$ cat config.mk
export PLATFORM = sky130hd
export DESIGN_NAME = volt_to_dac_code
export DESIGN_NICKNAME = d
export VERILOG_FILES = /design/src/rtl/volt_to_dac_code.sv
export SDC_FILE = /design/constraint.sdc
export NUM_CORES = 1
export LEC_CHECK = 0
export CORE_MARGIN = 2
export CORE_UTILIZATION = 53
export CTS_BUF_LIST = sky130_fd_sc_hd__clkbuf_8 sky130_fd_sc_hd__clkbuf_16
export DETAILED_ROUTE_END_ITERATION = 6
export DONT_BUFFER_PORTS = 1
export GPL_TIMING_DRIVEN = 0
export PLACE_DENSITY_LB_ADDON = 0.3
export REMOVE_ABC_BUFFERS = 1
export SLEW_MARGIN = 5
export SYNTH_ARGS = -nofsm -noshare
export SYNTH_HDL_FRONTEND = slang
export SYNTH_SLANG_ARGS = --single-unit
$ cat constraint.sdc
create_clock -name da_clk -period 2.1 [get_ports da_clk]
set_clock_uncertainty 0.05 [all_clocks]
set_input_delay 0.525 -clock da_clk [delete_from_list [all_inputs] [get_ports da_clk]]
set_output_delay 0.525 -clock da_clk [all_outputs]
set_load 0.01 [all_outputs]
$ cat src/rtl/volt_to_dac_code.sv
// volt_to_dac_code: sign-magnitude millivolt word -> 12-bit DAC code.
// Scales by 4096/FULL_MV with rounding using a restoring divider that
// produces one quotient bit per clock, then clamps to the 12-bit range.
module volt_to_dac_code #(
    parameter int FULL_MV  = 5000,
    parameter int ROUND_MV = 2500
) (
    input  logic        da_clk,
    input  logic        rst,
    input  logic [15:0] in_data,
    input  logic        in_valid,
    output logic        in_ready,
    output logic [11:0] out_code,
    output logic [11:0] out_offset,
    output logic        out_sat,
    output logic        out_valid,
    input  logic        out_ready
);
    typedef enum logic [1:0] {IDLE, DIV, SAT, OUT} state_t;

    state_t      state;
    logic        sign_q;
    logic [12:0] rem_q;
    logic [14:0] shf_q;
    logic [14:0] quo_q;
    logic [3:0]  cnt_q;

    logic [26:0] num;
    logic [13:0] r_ext;
    logic [13:0] r_diff;
    logic        ge;
    logic [12:0] r_nxt;
    logic [11:0] code_nxt;
    logic        sat_nxt;

    // Numerator mag*4096 + bias; the top 12 bits are always below FULL_MV,
    // so they can seed the remainder and only 15 quotient bits remain.
    assign num = {in_data[14:0], 12'd0} + 27'(ROUND_MV);

    // One restoring-division step: shift in the next numerator bit, subtract if it fits.
    assign r_ext  = {rem_q, shf_q[14]};
    assign r_diff = r_ext - 14'(FULL_MV);
    assign ge     = (r_ext >= 14'(FULL_MV));
    assign r_nxt  = ge ? r_diff[12:0] : r_ext[12:0];

    // Clamp the quotient into the signed 12-bit code range; -0 maps to plain 0.
    always_comb begin
        code_nxt = '0;
        sat_nxt  = 1'b0;
        if (!sign_q) begin
            if (quo_q > 15'd2047) begin
                code_nxt = 12'h7FF;
                sat_nxt  = 1'b1;
            end else begin
                code_nxt = quo_q[11:0];
            end
        end else begin
            if (quo_q > 15'd2048) begin
                code_nxt = 12'h800;
                sat_nxt  = 1'b1;
            end else begin
                code_nxt = 12'd0 - quo_q[11:0];
            end
        end
    end

    // Control FSM with registered handshake and result outputs.
    always_ff @(posedge da_clk) begin
        if (rst) begin
            state      <= IDLE;
            in_ready   <= 1'b1;
            out_valid  <= 1'b0;
            out_code   <= '0;
            out_offset <= 12'h800;
            out_sat    <= 1'b0;
            sign_q     <= 1'b0;
            rem_q      <= '0;
            shf_q      <= '0;
            quo_q      <= '0;
            cnt_q      <= '0;
        end else begin
            case (state)
                IDLE: begin
                    // in_ready is high throughout IDLE, so in_valid alone is an accept
                    if (in_valid) begin
                        sign_q   <= in_data[15];
                        rem_q    <= {1'b0, num[26:15]};
                        shf_q    <= num[14:0];
                        quo_q    <= '0;
                        cnt_q    <= '0;
                        in_ready <= 1'b0;
                        state    <= DIV;
                    end
                end
                DIV: begin
                    rem_q <= r_nxt;
                    shf_q <= {shf_q[13:0], 1'b0};
                    quo_q <= {quo_q[13:0], ge};
                    cnt_q <= cnt_q + 4'd1;
                    if (cnt_q == 4'd14)
                        state <= SAT;
                end
                SAT: begin
                    out_code   <= code_nxt;
                    out_offset <= code_nxt ^ 12'h800;
                    out_sat    <= sat_nxt;
                    out_valid  <= 1'b1;
                    state      <= OUT;
                end
                OUT: begin
                    if (out_ready) begin
                        out_valid <= 1'b0;
                        in_ready  <= 1'b1;
                        state     <= IDLE;
                    end
                end
                default: state <= IDLE;
            endcase
        end
    end
endmodule

; Word-level counts from Yosys, hierarchy flattened
; Index checks and enable logic that the tools add are counted.
[classes]
order_cmp = 3
n_mux = 24
add_sub_neg = 4
reduce_logical = 9
eq_ne = 7
bitwise_logic = 1
[ops]
columns = op, n
row1 = 15-bit case mux with 2 select lines, 2
row2 = 12-bit 2-to-1 mux, 3
row3 = 15-bit 2-to-1 mux, 2
row4 = "27-bit by 12-bit adder with 27-bit output, second input constant", 1
row5 = 13-bit 2-to-1 mux, 2
row6 = 13-bit case mux with 2 select lines, 1
row7 = "15-bit by 11-bit > comparator with 1-bit output, second input constant", 1
row8 = "15-bit by 12-bit > comparator with 1-bit output, second input constant", 1
row9 = "14-bit by 13-bit greater-or-equal comparator with 1-bit output, second input constant", 1
row10 = "13-bit subtractor, second input constant", 1
row11 = "1-bit by 12-bit subtractor with 12-bit output, first input constant", 1
row12 = 2-bit case mux with 4 select lines, 1
row13 = 4-bit case mux with 2 select lines, 1
row14 = 1-bit 2-to-1 mux, 6
row15 = 2-bit 2-to-1 mux, 3
row16 = "2-bit != test, second input constant", 3
row17 = 2-bit AND reduction, 3
row18 = 3-bit AND reduction, 2
row19 = 2-bit nonzero test, 3
row20 = "4-bit by 1-bit adder with 4-bit output, second input constant", 1
row21 = "2-bit == test, second input constant", 2
row22 = "4-bit == test, second input constant", 1
row23 = 4-bit 2-to-1 mux, 1
row24 = 1-bit case mux with 2 select lines, 2
row25 = 3 further kinds, 3
[totals]
word_cells = 59
inputBits = 20
ff_bits = 77
out_inout_bits = 27

; Depth between registers and ports, before layout
[depth]
ltp_word = 4
mapped_depth = 8
ltp_nobuf = 7

; Least setup slack after synthesis
; Ideal clock, no wire load.
[synth_timing]
path_type = register -> register
start = register quo_q[0]
end = register out_code[9]
n_path_buf = 0
required_time_ps = 1959
path_stages_with_launch = 8
period_less_slack_ps = 1916
path_slack_ps = 184
t_arrival_ps = 1775
setup_time_ps = 91
cell_sequence = dfxtp_1 -> inv_1 -> ha_1 -> nor3b_4 -> a41o_4 -> nand3_4 -> or3_1 -> a311oi_1
[synth_via]
elab_chain_len = 3
elab_cells_between_ends = 6
classes_between = 1 x add/sub / 2 x order compare / 3 x mux
[synth_rtl]
columns = item, line
row1 = from (decl), 25  ; logic [14:0] quo_q;
row2 = from (signal assigned), 98  ; quo_q <= {quo_q[13:0], ge};
row3 = "1-bit by 12-bit subtractor with 12-bit output, or another cell as far along", 62  ; code_nxt = 12'd0 - quo_q[11:0];
row4 = "12-bit 2-to-1 mux, on equally long branches", "58, 51"
row5 = 12-bit 2-to-1 mux (*), 50  ; if (!sign_q) begin
row6 = to (signal assigned), 104  ; out_code <= code_nxt;
row7 = to (decl), 13  ; output logic [11:0] out_code,
; Mark *: on every way between the ends. The rest lies on a longest branch, timed or not.
; A chain may end at the register's enable or synchronous reset.

; Worst setup path after layout
[layout_timing]
start = register quo_q[1]
end = register out_code[9]
; Same word-level chain as after synthesis.

==> results.cfg <==
[final_layout]
fillers = 573
register_area_mm2 = 0.00129
final_area_mm2 = 0.00370
fin_nets = 420
drive_above_1_share = 0.190
fin_cells = 471
syn_to_final_growth_pct = 8.87
antennaDiodeCount = 0
multi_input_area_mm2 = 0.00195

[worst_setup_path]
r2r-start = quo_q[1]
max_stage_delay_ns = 0.41
path_cells = inv_1 > ha_2 > nor3b_4 > a41o_4 > nand3_4 > or3_4 > a311oi_2
crit_path_end = out_code[9]
crit_fanout = 8
ff2ff_path_depth = 7
startpoint = quo_q[1]
slowest_stage = or3_4
r2r-end = out_code[9]
worstPathRequired_ns = 2.31
worstSetupPathType = reg -> reg
worstSetupStartpointType = register
end_kind = register
rrSetupSlack_ns = 0.09
crit_arrival_ns = 2.22

[placed_design]
gp_congestion = 0.822
dpl_worst_slack_ns = -0.725
dp_hpwl_um = 4730
postPlaceCellArea_mm2 = 0.00331
portBuffers = 0
dp_cells = 443

[floorplanning]
dieArea_mm2 = 0.00707
ios = 47
die_y_um = 84.1
start_util = 0.541
std_cell_rows = 29
die_x_um = 84.1
core_area_mm2 = 0.00628

[logic_synthesis]
async_flop_share = 0
synth_ff_type = dfxtp_1
synth_warnings = 0
synth-edff-count = 0
synthCells = 400
synth_cell_types = 69
synth-seq-area-share = 0.377
netlist_area_mm2 = 0.00340
avgSynthCellArea_um2 = 8.50
ys_seq_elements = 64

[drt]
ant_nets = 0
drcViolationCount = 0
vias = 2892
dr.pass1.iters = 4
routed_wl_um = 7570
wl_per_cell_um = 16.1
viasPerCell = 6.14
first_iter_violations = 206

[power]
power_density_mw_per_mm2 = 1360
leakage_nw = 1.30
finalPower_mw = 5.02
vdd_drop_max_mv = 0.705

[clock_tree]
cts_tree = yes
cts_sinks = 64
clock_latency_ns = 0.34
cts_buffer_depth = 2
ctsHoldBuffers = 0
cts-htree-levels = 3
cts_made_buffers = 9
cts-root-buf = clkbuf_8
path_clk_slew_ns = 0.07

[timing]
setup_slack_ns = 0.0913
setup_violations = 0
max_freq_mhz = 498
tns_ns = 0
drv_slew = 0
slew_headroom = 0.635
hold_viol = 0
tightest_slew_ns = 0.545
post-route-min-period_ns = 2.01
post-route-period-util = 0.957

[grt]
grt_pass1_wl_um = 12600
grt_max_degree = 69
globalRouteTotalUtil = 0.219
grt_pass1_vias = 2735
antenna_found_initial = 0
grt-ovfl-total = 0

[job]
maxCapViolations = 0

[hold_path]
hold_class = in -> reg
holdPathStages = 1

[status]
status = finished clean
cell usage in the layout (no fill, tap or decap), types with 10 or more instances in the layout:
cell,Yosys,routed
dfxtp_1,64,61
clkbuf_8,0,12
nand2_1,11,10
buf_4,12,12
inv_1,16,17
o21ai_0,19,18
nor3_1,12,12
a22oi_1,25,25
a211oi_1,15,14
a21oi_1,18,18
nor2_1,66,66
worst min-delay path by stage:
stage | from | end | slack, ns
floorplan | shf_q[2] | shf_q[2] | 0.41
global placement | shf_q[6] | shf_q[7] | 0.42
detailed placement | shf_q[9] | shf_q[10] | 0.45
CTS | rst | quo_q[0] | 0.19
global route | rst | rem_q[12] | 0.18
finish | rst | rem_q[12] | 0.20
logic make-up (layout without fill, tap and decap cells):
| family | count (synthesis) | in the layout | synth area share |
|---|---|---|---|
| simple gates | 142 | 142 | 0.225 |
| compound gates | 121 | 122 | 0.253 |
| flops | 64 | 64 | 0.377 |
| buf+inv | 53 | 46 | 0.0806 |
| fa+ha+maj | 9 | 9 | 0.0331 |
| mux | 8 | 8 | 0.0236 |
| xor+xnor | 3 | 3 | 0.00773 |
synthesized netlist by cell type, types with 4 or more instances:
cell	instances	share of area
o21ai_0	19	0.028
inv_1	16	0.018
nand3_1	8	0.012
a311oi_1	8	0.021
ha_1	9	0.033
mux2i_1	8	0.024
or3_1	7	0.013
nand2_1	11	0.012
dfxtp_1	64	0.38
nand4_1	4	0.0074
buf_4	12	0.027
a211oi_1	15	0.033
nor2_1	66	0.073
clkbuf_1	18	0.020
a22oi_1	25	0.055
o22ai_1	4	0.0074
a21oi_1	18	0.027
and3_2	5	0.011
nor3_1	12	0.018
registers in the layout (all words and copies together) (netlist names):
signal / count
in_ready: 1
quo_q: 15
out_code: 12
sign_q: 1
rem_q: 13
shf_q: 13
out_valid: 1
out_offset: 1
cnt_q: 4
out_sat: 1
state: 2
critical path: cells and delay by family, from the launching register on:
kind | cells | cell delay, ns
simple gates | 3 | 0.75
buf+inv | 1 | 0.07
flops | 1 | 0.37
compound gates | 2 | 0.49
fa+ha+maj | 1 | 0.19
power by group:
group | internal, mW | total (mW) | switching [mW]
registers | 1.51 | 1.91 | 0.394
clock network | 0.504 | 0.938 | 0.435
logic | 0.917 | 2.17 | 1.25
final cells by class:
class / instances / area share
Sequential cell: 64 / 0.349
Timing Repair Buffer: 14 / 0.0304
Multi-Input combinational cell: 284 / 0.528
Clock buffer: 12 / 0.0446
Inverter: 18 / 0.0200
Tap cell: 77 / 0.0260
Clock inverter: 2 / 0.00203
through the flow:
stage / utilization / hold WS [ns]
2_1_floorplan: - / 0.408
3_3_place_gp: 0.524 / 0.424
3_5_place_dp: 0.527 / 0.445
4_1_cts: 0.571 / 0.188
5_1_grt: 0.589 / 0.180
6_report: 0.589 / 0.199
routing by layer:
layer | vias up | routed length [µm] | GRT usage
li1 | 1450 | - | -
met1 | 1376 | 3300 | 0.252
met2 | 53 | 3780 | 0.372
met3 | 13 | 345 | 0.0752
met4 | 0 | 146 | 0.0865
met5 | - | 0 | 0
what timing repair did:
| item | 4_1_cts | 5_1_grt |
|---|---|---|
| buffers inserted | 9 | 4 |
| resized for setup | 9 | 20 |
| gates cloned | 1 | 0 |
| pin swaps | 2 | 4 |
| endpoints found under the setup margin | 56 | 31 |
Note: power is estimated with default switching activity, not from simulation.
